[src/rtl/bfm_dispatch_pkg.sv]
// Shared types and defaults for the multi-buffer descriptor dispatch unit.
// Holds the FSM state encoding, parameter defaults and the one-hot helper.
// No logic of its own; imported by the top and the beat packer.
package bfm_dispatch_pkg;

    typedef enum logic [1:0] {
        ST_IDLE = 2'd0,
        ST_LOAD = 2'd1,
        ST_HOLD = 2'd2
    } state_t;

    localparam int DEF_NUM_BUFFERS  = 2;
    localparam int DEF_ELEM_W       = 8;
    localparam int DEF_LANES        = 4;
    localparam int DEF_BEATS_PER_KP = 8;
    localparam int DEF_CELL_ID_W    = 8;
    localparam int DEF_CNT_W        = 16;

    // True when exactly one bit is set; zero is not one-hot.
    function automatic logic is_onehot(input logic [31:0] v);
        return (v != 32'd0) && ((v & (v - 32'd1)) == 32'd0);
    endfunction

endpackage

[src/rtl/bfm_dispatch_beat_packer.sv]
// Beat packer: keeps the even-slot elements of each accepted beat in a slot array.
// Latency: a beat accepted at edge N is visible on kp_dat after that edge.
// No backpressure of its own; the parent only asserts beat_vld when it accepts a beat.
module bfm_dispatch_beat_packer
    import bfm_dispatch_pkg::*;
#(
    parameter int ELEM_W       = DEF_ELEM_W,
    parameter int LANES        = DEF_LANES,
    parameter int BEATS_PER_KP = DEF_BEATS_PER_KP,
    parameter int CELL_ID_W    = DEF_CELL_ID_W
) (
    input  logic                                   clk,
    input  logic                                   rst,
    input  logic                                   beat_vld,
    input  logic [2*LANES*ELEM_W-1:0]              beat_raw,
    input  logic [CELL_ID_W-1:0]                   beat_cell_id,
    input  logic                                   clr,
    output logic                                   last_beat,
    output logic [BEATS_PER_KP*LANES*ELEM_W-1:0]   kp_dat,
    output logic [CELL_ID_W-1:0]                   kp_cell_id
);

    localparam int BEAT_W = LANES * ELEM_W;
    localparam int IDX_W  = (BEATS_PER_KP > 1) ? $clog2(BEATS_PER_KP) : 1;

    logic [BEATS_PER_KP-1:0][BEAT_W-1:0] slot_q;
    logic [IDX_W-1:0]                    idx_q;
    logic [CELL_ID_W-1:0]                cell_id_q;
    logic [BEAT_W-1:0]                   packed_beat;
    logic [BEAT_W-1:0]                   odd_elems;
    logic                                unused_odd;

    // Element i of the beat comes from raw slot 2i; odd slots carry nothing we keep.
    always_comb begin
        packed_beat = '0;
        odd_elems   = '0;
        for (int i = 0; i < LANES; i++) begin
            packed_beat[i*ELEM_W +: ELEM_W] = beat_raw[(2*i)*ELEM_W +: ELEM_W];
            odd_elems[i*ELEM_W +: ELEM_W]   = beat_raw[(2*i+1)*ELEM_W +: ELEM_W];
        end
    end

    assign unused_odd = ^odd_elems;
    assign last_beat  = (idx_q == IDX_W'(BEATS_PER_KP - 1));
    assign kp_dat     = slot_q;
    assign kp_cell_id = cell_id_q;

    // Slot write, beat index advance (wraps to 0 after the last beat) and beat-0 cell ID capture.
    always_ff @(posedge clk) begin
        if (rst) begin
            slot_q    <= '0;
            idx_q     <= '0;
            cell_id_q <= '0;
        end else if (clr) begin
            idx_q <= '0;
        end else if (beat_vld) begin
            slot_q[idx_q] <= packed_beat;
            if (idx_q == '0) begin
                cell_id_q <= beat_cell_id;
            end
            idx_q <= last_beat ? '0 : idx_q + IDX_W'(1);
        end
    end

endmodule

[src/rtl/bfm_multi_buffer_dispatch_unit.sv]
// Dispatch unit: packs BEATS_PER_KP input beats per keypoint and hands each keypoint to one buffer.
// Latency: out_valid rises 1 cycle after the last beat; done/err pulse 1 cycle after their cause.
// Backpressure: in_ready is low outside LOAD; a keypoint is held stable until out_ready[sel].
// Optional stall statistics counter enabled by macro BFM_DISPATCH_STATS_EN.
module bfm_multi_buffer_dispatch_unit
    import bfm_dispatch_pkg::*;
#(
    parameter int                     NUM_BUFFERS  = DEF_NUM_BUFFERS,
    parameter int                     ELEM_W       = DEF_ELEM_W,
    parameter int                     LANES        = DEF_LANES,
    parameter int                     BEATS_PER_KP = DEF_BEATS_PER_KP,
    parameter int                     CELL_ID_W    = DEF_CELL_ID_W,
    parameter int                     CNT_W        = DEF_CNT_W,
    parameter logic [NUM_BUFFERS-1:0] CELL_ID_MASK = NUM_BUFFERS'(2'b10)
) (
    input  logic                                   clk,
    input  logic                                   rst,
    input  logic                                   in_valid,
    output logic                                   in_ready,
    input  logic [2*LANES*ELEM_W-1:0]              in_data,
    input  logic [CELL_ID_W-1:0]                   in_cell_id,
    input  logic                                   start,
    input  logic [NUM_BUFFERS-1:0]                 buf_sel,
    input  logic [CNT_W-1:0]                       kp_count,
    output logic                                   busy,
    output logic [CNT_W-1:0]                       load_cnt,
    output logic [BEATS_PER_KP*LANES*ELEM_W-1:0]   out_data,
    output logic [CELL_ID_W-1:0]                   out_cell_id,
    output logic [NUM_BUFFERS-1:0]                 out_valid,
    input  logic [NUM_BUFFERS-1:0]                 out_ready,
    output logic                                   done,
    output logic                                   err,
    output logic [31:0]                            stall_cycles
);

    state_t                 state_q, state_d;
    logic [NUM_BUFFERS-1:0] sel_q;
    logic [CNT_W-1:0]       remaining_q;
    logic [CNT_W-1:0]       load_cnt_q;
    logic                   done_q;
    logic                   err_q;

    logic                   sel_onehot;
    logic                   start_go;
    logic                   beat_acc;
    logic                   sel_ready;
    logic                   handoff;
    logic                   last_beat;
    logic [CELL_ID_W-1:0]   kp_cell_id;
    logic                   mask_hit;

    assign sel_onehot = is_onehot(32'(buf_sel));
    assign start_go   = (state_q == ST_IDLE) && start && sel_onehot && (kp_count != '0);
    assign beat_acc   = in_valid && in_ready;
    // Only the ready bit of the latched buffer matters; the others are ignored.
    assign sel_ready  = |(out_ready & sel_q);
    assign handoff    = (state_q == ST_HOLD) && sel_ready;
    assign mask_hit   = |(CELL_ID_MASK & sel_q);

    bfm_dispatch_beat_packer #(
        .ELEM_W       (ELEM_W),
        .LANES        (LANES),
        .BEATS_PER_KP (BEATS_PER_KP),
        .CELL_ID_W    (CELL_ID_W)
    ) u_packer (
        .clk          (clk),
        .rst          (rst),
        .beat_vld     (beat_acc),
        .beat_raw     (in_data),
        .beat_cell_id (in_cell_id),
        .clr          (start_go),
        .last_beat    (last_beat),
        .kp_dat       (out_data),
        .kp_cell_id   (kp_cell_id)
    );

    // FSM state register.
    always_ff @(posedge clk) begin
        if (rst) begin
            state_q <= ST_IDLE;
        end else begin
            state_q <= state_d;
        end
    end

    // Next-state and state-decoded handshake outputs.
    always_comb begin
        state_d   = state_q;
        in_ready  = 1'b0;
        out_valid = '0;
        case (state_q)
            ST_IDLE: begin
                if (start_go) begin
                    state_d = ST_LOAD;
                end
            end
            ST_LOAD: begin
                in_ready = 1'b1;
                if (beat_acc && last_beat) begin
                    state_d = ST_HOLD;
                end
            end
            ST_HOLD: begin
                out_valid = sel_q;
                if (handoff) begin
                    state_d = (remaining_q == CNT_W'(1)) ? ST_IDLE : ST_LOAD;
                end
            end
            default: begin
                state_d = ST_IDLE;
            end
        endcase
    end

    // Load bookkeeping: latch on legal start, count down handoffs, one-cycle done/err pulses.
    always_ff @(posedge clk) begin
        if (rst) begin
            sel_q       <= '0;
            remaining_q <= '0;
            load_cnt_q  <= '0;
            done_q      <= 1'b0;
            err_q       <= 1'b0;
        end else begin
            done_q <= 1'b0;
            err_q  <= 1'b0;
            if ((state_q == ST_IDLE) && start) begin
                if (!sel_onehot) begin
                    err_q <= 1'b1;
                end else if (kp_count == '0) begin
                    done_q <= 1'b1;
                end else begin
                    sel_q       <= buf_sel;
                    load_cnt_q  <= kp_count;
                    remaining_q <= kp_count;
                end
            end
            if (handoff) begin
                remaining_q <= remaining_q - CNT_W'(1);
                if (remaining_q == CNT_W'(1)) begin
                    done_q <= 1'b1;
                end
            end
        end
    end

    assign busy        = (state_q != ST_IDLE);
    assign load_cnt    = load_cnt_q;
    assign done        = done_q;
    assign err         = err_q;
    assign out_cell_id = mask_hit ? kp_cell_id : '0;

`ifdef BFM_DISPATCH_STATS_EN
    logic [31:0] stall_q;

    // Count HOLD cycles where the selected buffer refuses the keypoint; saturating.
    always_ff @(posedge clk) begin
        if (rst) begin
            stall_q <= '0;
        end else if (start_go) begin
            stall_q <= '0;
        end else if ((state_q == ST_HOLD) && !sel_ready && (stall_q != '1)) begin
            stall_q <= stall_q + 32'd1;
        end
    end

    assign stall_cycles = stall_q;
`else
    assign stall_cycles = 32'd0;
`endif

endmodule

[config.mk]
export PLATFORM = sky130hd
export DESIGN_NAME = bfm_multi_buffer_dispatch_unit
export DESIGN_NICKNAME = d
export VERILOG_FILES = /design/src/rtl/bfm_dispatch_pkg.sv /design/src/rtl/bfm_dispatch_beat_packer.sv /design/src/rtl/bfm_multi_buffer_dispatch_unit.sv
export SDC_FILE = /design/constraint.sdc
export NUM_CORES = 1
export LEC_CHECK = 0
export BUFFER_PORTS_ARGS = -buffer_cell sky130_fd_sc_hd__buf_2
export CORE_ASPECT_RATIO = 0.75
export CORE_MARGIN = 8
export CORE_UTILIZATION = 30
export DETAILED_ROUTE_END_ITERATION = 8
export SLEW_MARGIN = 30
export SYNTH_ARGS = -nofsm -noshare
export SYNTH_HDL_FRONTEND = slang
export SYNTH_SLANG_ARGS = --single-unit
export TNS_END_PERCENT = 100
[constraint.sdc]
create_clock -name clk -period 3.1 [get_ports clk]
set_input_delay 0.155 -clock clk [delete_from_list [all_inputs] [get_ports clk]]
set_output_delay 0.155 -clock clk [all_outputs]
set_load 0.03 [all_outputs]
==> results_dict.tcl, run 1 <==
set metrics [dict create \
    synth.distinct_cells 50 \
    coreArea_sq_um 37250 \
    crit_type "reg -> reg" \
    skew_ns 0.01470 \
    r2r_slack_ns 0.81 \
    cap_violations 0 \
    synthToLayoutAreaGrowth_pct 31.86 \
    synth.top_cells.by_area "dfxtp_1 (54%), nand2_1 (19%), a21oi_1 (13%)" \
    setup_slack_ns 0.8103 \
    p_leak_nw 6.186 \
    finalHoldViolCount 0 \
    antenna_left 0 \
    min_path_type "in -> reg" \
    syn_avg_cell_area_sq_um 7.767 \
    nNetsFinal 1906 \
    max_slew_margin_pct 36.66 \
    antenna_found_initial 0 \
    track_usage_pct 18.78 \
    fin_crit_sh_pct 73.86 \
    grt_pass1_vias 10920 \
    die-area_sq_um 44480 \
    yosysTopAreaCell "dfxtp_1" \
    clockBufferDepth 3 \
    multi_input_area_sq_um 4632 \
    place_inst 2216 \
    crit_path_start_kind "register" \
    portBuffers 349 \
    p_per_area_nw_per_um2 565.6 \
    antenna_cells 0 \
    fillers 3842 \
    die_w_microns 240.9 \
    synthCells 1465 \
    async_flop_share_pct 0 \
    synth_top_area_share_pct 53.66 \
    tightest_slew_ns 0.9490 \
    slew_violations 0 \
    clk_pin_slew_ns 0.06 \
    drive_gt1_share_pct 24.74 \
    crit_arrival_ns 2.68 \
    routed-via-count 11100 \
    dr.pass1.iters 5 \
    grt-ovfl-total 0 \
    cts_tree "yes" \
    required_ns 3.49 \
    final_cells 2331 \
    grt_max_degree 94 \
    ys_warn_count 0 \
    grt_pass1_wl_microns 65360 \
    min_period_ns 2.290 \
    clk_latency_ns 0.51 \
    clock-root-buffer "clkbuf_16" \
    htree_num_levels 2 \
    synthFlopType "dfxtp_1" \
    wl_per_cell_microns 18.88 \
    fmax_mhz 436.7 \
    pre_cts_ws_ns 0.8160 \
    synth_edf_count 0 \
    cts_buffers 34 \
    drc 0 \
    outcome "finished, final reports clean" \
    cp_max_fo 32 \
    cts_sinks 305 \
    netlist_area_sq_um 11380 \
    cts_setup_buffers 0 \
    initial_core_util_pct 30.55 \
    wirelength_microns 44010 \
    final_common_cell "nand2_1" \
    dp_hpwl_microns 29440 \
    peakVddDrop_v 0.0003733 \
    gp_congestion 0.7807 \
    endpoint_kind "register" \
    viasPerCell 4.762 \
    rsz0062_at_grt "false" \
    seqCellArea_sq_um 6106 \
    die_h_microns 184.7 \
    most-common-layout-cells "nand2_1 (572), buf_2 (348), dfxtp_1 (305), a21oi_1 (290), dlygate4sd3_1 (57)" \
    synth-seq-area-share_pct 53.66 \
    cts_resized 0 \
    rows 61 \
    drt-initial-drc-count 674 \
    io_pins 414 \
    setup_violations 0 \
    synth_seq_cells 305 \
    fin_tns_setup_ns 0 \
]
==> layer usage <==
metal / vias to the layer above / global-route usage, % / wire length (microns)
li1: 5385 / - / -
met1: 5296 / 23.73 / 19100
met2: 375 / 31.08 / 20470
met3: 45 / 5.865 / 3713
met4: 0 / 4.286 / 721
met5: - / 0 / 0
==> critical path, stage by stage, from the launching register on <==
cell and delay [ns]:
dfxtp_1 0.36, nand3b_1 0.37, nor2_1 0.46, nand2_2 0.59, nand2_1 0.27, a21oi_1 0.09
==> kinds of logic (layout without fill, tap and decap cells) <==
group,count (synthesis),after routing,synth area share (%)
compound gates,317,317,14.45
other cells,1,32,0.03296
flops,305,305,53.66
mux,2,2,0.1759
fa+ha+maj,5,5,0.5498
simple gates,667,667,23.72
buf+inv,166,497,7.257
xor+xnor,2,2,0.1540
==> power by group <==
part           leakage (nW)  switching (W)  total, W  internal [W]
logic                  3.20       0.000421  0.000593      0.000172
registers              2.46      0.0000379   0.00401       0.00397
clock network         0.524        0.00165   0.00389       0.00223
total                  6.19        0.00211   0.00849       0.00637
==> through the flow <==
| stage | total power (W) | cell area [sq um] | utilization [%] | hold slack, ns |
|---|---|---|---|---|
| floorplan | 0.004480 | 11490 | - | 0.2508 |
| global placement | 0.004617 | 13380 | 35.91 | 0.3897 |
| detailed placement | 0.004624 | 13380 | 35.91 | 0.3936 |
| CTS | 0.008592 | 15000 | 40.28 | 0.008495 |
| global route | 0.008795 | 15000 | 40.28 | 0.01605 |
| finish | 0.008486 | 15000 | 40.28 | 0.02894 |
==> sequential cells by signal, indices dropped and copies added, names as in the netlist <==
register,cells
u_packer.kp_dat,256
load_cnt,16
remaining_q,16
u_packer.kp_cell_id,8
u_packer.idx_q,3
sel_q,2
state_q,2
done,1
err,1
==> path summary, 6_finish.rpt <==
path	from	to	cells after the start
setup / recovery	state_q[1]	u_packer.kp_dat[13]	5
hold / removal	in_data[54]	u_packer.kp_dat[30]	3
setup reg to reg	state_q[1]	u_packer.kp_dat[13]	5
hold reg to reg	u_packer.kp_dat[138]	u_packer.kp_dat[138]	2
==> repair_timing <==
item	CTS	global route
endpoints found under the hold margin	258	0
hold buffers	57	0
setup endpoints to repair	0	0
==> layout make-up <==
class / instances / share of cell area [%]
clock buffer: 45 / 6.280
clock inverter: 13 / 0.7672
inverter: 6 / 0.1501
multi-input combinational: 1025 / 30.87
sequential: 305 / 40.70
tap: 504 / 4.203
timing repair buffer: 433 / 17.03
==> synth_stat cells, types with 2 or more instances <==
| cell type | number |
|---|---|
| nor3_1 | 11 |
| clkbuf_8 | 4 |
| or3_1 | 2 |
| ha_1 | 5 |
| nor4_1 | 11 |
| nand3_1 | 24 |
| inv_1 | 6 |
| a2bb2oi_1 | 2 |
| nand2b_1 | 2 |
| or4_1 | 2 |
| and2_1 | 11 |
| buf_2 | 2 |
| nand2_1 | 573 |
| xor2_1 | 2 |
| dfxtp_1 | 305 |
| clkbuf_2 | 32 |
| nand4_1 | 4 |
| buf_4 | 32 |
| nor2_1 | 13 |
| mux2i_1 | 2 |
| or4_4 | 2 |
| a21oi_1 | 290 |
| a31oi_1 | 12 |
| clkbuf_1 | 89 |
| o211ai_1 | 2 |
Power figures use the tool's default switching activity.
==> run 2: changes to the inputs <==
==> constraint.sdc (replaced) <==
create_clock -name clk -period 2.05 [get_ports clk]
set_input_delay 0.1025 -clock clk [delete_from_list [all_inputs] [get_ports clk]]
set_output_delay 0.1025 -clock clk [all_outputs]
set_load 0.03 [all_outputs]
==> results_dict.tcl, run 2 (synthesis gave the netlist of run 1 again) <==
set metrics [dict create \
    min_period_ns 1.927 \
    final_common_cell "nand2_1" \
    fmax_mhz 518.8 \
    grt_pass1_wl_microns 65360 \
    crit_path_start_kind "register" \
    largest_reg_flops 256 \
    place_area_sq_um 13670 \
    grt_use_met1_pct 23.70 \
    drc 0 \
    crit_type "reg -> reg" \
    cp_max_fo 6 \
    dr.pass1.iters 5 \
    routed-via-count 11230 \
    busiest_layer "met2" \
    antenna_cells 0 \
    max_slew_margin_pct 64.25 \
    clock-root-buffer "clkbuf_16" \
    clockBufferDepth 3 \
    wirelength_microns 44090 \
    synthToLayoutAreaGrowth_pct 33.99 \
    grt_use_met2_pct 30.65 \
    required_ns 2.50 \
    tightest_slew_ns 0.5362 \
    crit_arrival_ns 2.38 \
    track_usage_pct 18.73 \
    outcome "finished, final reports clean" \
    rsz0062_at_grt "false" \
    nNetsFinal 1936 \
    dp_hpwl_microns 30110 \
    rows 61 \
    clk_latency_ns 0.58 \
    multi_input_area_sq_um 4638 \
    grt_pass1_vias 10830 \
    grtUsageMet3_pct 5.611 \
    finalHoldViolCount 0 \
    viasPerCell 4.758 \
    endpoint_kind "register" \
    final_cell_area_sq_um 15250 \
    min_path_type "in -> reg" \
    fillers 3841 \
    slew_violations 0 \
    seqCellArea_sq_um 6106 \
    grt_max_degree 74 \
    initial_core_util_pct 30.55 \
    drive_gt1_share_pct 25.55 \
    skew_ns 0.007766 \
    die_w_microns 240.9 \
    io_pins 414 \
    setup_violations 0 \
    portBuffers 349 \
    htree_num_levels 1 \
    p_leak_nw 6.325 \
    clk_pin_slew_ns 0.06 \
    antenna_left 0 \
    cts_buffers 31 \
    die-area_sq_um 44480 \
    cts_sinks 305 \
    most-common-layout-cells "nand2_1 (572), buf_2 (348), dfxtp_1 (305), a21oi_1 (290), dlygate4sd3_1 (61)" \
    cap_violations 0 \
    drt-initial-drc-count 857 \
    fin_tns_setup_ns 0 \
    cts_tree "yes" \
    gp_congestion 0.7980 \
    p_per_area_nw_per_um2 820.4 \
    wl_per_cell_microns 18.69 \
    antenna_found_initial 0 \
    coreArea_sq_um 37250 \
    peakVddDrop_v 0.0005902 \
    die_h_microns 184.7 \
    fin_crit_sh_pct 94.02 \
    grt-ovfl-total 0 \
]
-- run 2: cell types whose count changed in the layout (fill, tap and decap cells not counted), sizes merged --
cell and change:
buf +29, inv -1, dlygate4sd3 +4, clkinv -4
-- run 2: per-stage QoR --
step / setup slack, ns / hold WS [ns] / util, % / total power, W / instances
2_1_floorplan: 0.1022 / 0.1983 / - / 0.006774 / 1496
3_3_place_gp: 0.06075 / 0.3368 / 36.70 / 0.007045 / 2245
3_5_place_dp: 0.04597 / 0.3383 / 36.70 / 0.007058 / 2245
4_1_cts: 0.02645 / 0.09698 / 40.92 / 0.01267 / 2359
5_1_grt: 0.003251 / 0.1719 / 40.93 / 0.01301 / 2359
6_report: 0.1225 / 0.1348 / 40.93 / 0.01251 / 2359
-- run 2: path summary, 6_finish.rpt --
kind                        startpoint              endpoint  slack (ns)  cells past startpoint
setup / recovery        remaining_q[4]            state_q[0]        0.12                      6
hold / removal            out_ready[1]            state_q[1]        0.13                      5
setup reg to reg        remaining_q[4]            state_q[0]        0.12                      6
hold reg to reg   u_packer.kp_dat[210]  u_packer.kp_dat[210]        0.45                      2
-- run 2: repair_timing --
item	4_1_cts	5_1_grt
endpoints found under the hold margin	302	0
resized for setup	0	2
setup endpoints to repair	0	5
hold buffers	61	0
buffers inserted	0	0
-- run 2: critical path, stage by stage (launching register included) --
cell and delay (ns):
dfxtp_1 0.35, or4_4 0.57, buf_4 0.16, nor4_1 0.22, nand2_1 0.12, a221oi_1 0.31
nor2_1 0.07
-- run 2: routing by layer --
metal  routed length, microns  vias to the layer above
li1                         -                     5427
met1                    18920                     5300
met2                    20210                      435
met3                     3851                       63
met4                     1110                        0
met5                        0                        -
-- run 2: power breakdown --
group          internal [W]  total [W]  switching [W]  leakage [nW]
registers           0.00600    0.00605      0.0000471          2.46
clock network       0.00308    0.00548        0.00239         0.472
logic              0.000318   0.000983       0.000666          3.39
total               0.00940     0.0125        0.00310          6.32
-- run 2: final cells by class --
cell class,count,area share [%]
flip-flops and latches,305,40.05
multi-input cells,1025,30.42
repair buffers,466,18.94
clock buffers,45,5.761
well taps,504,4.136
clock inverters,8,0.5416
inverters,6,0.1477
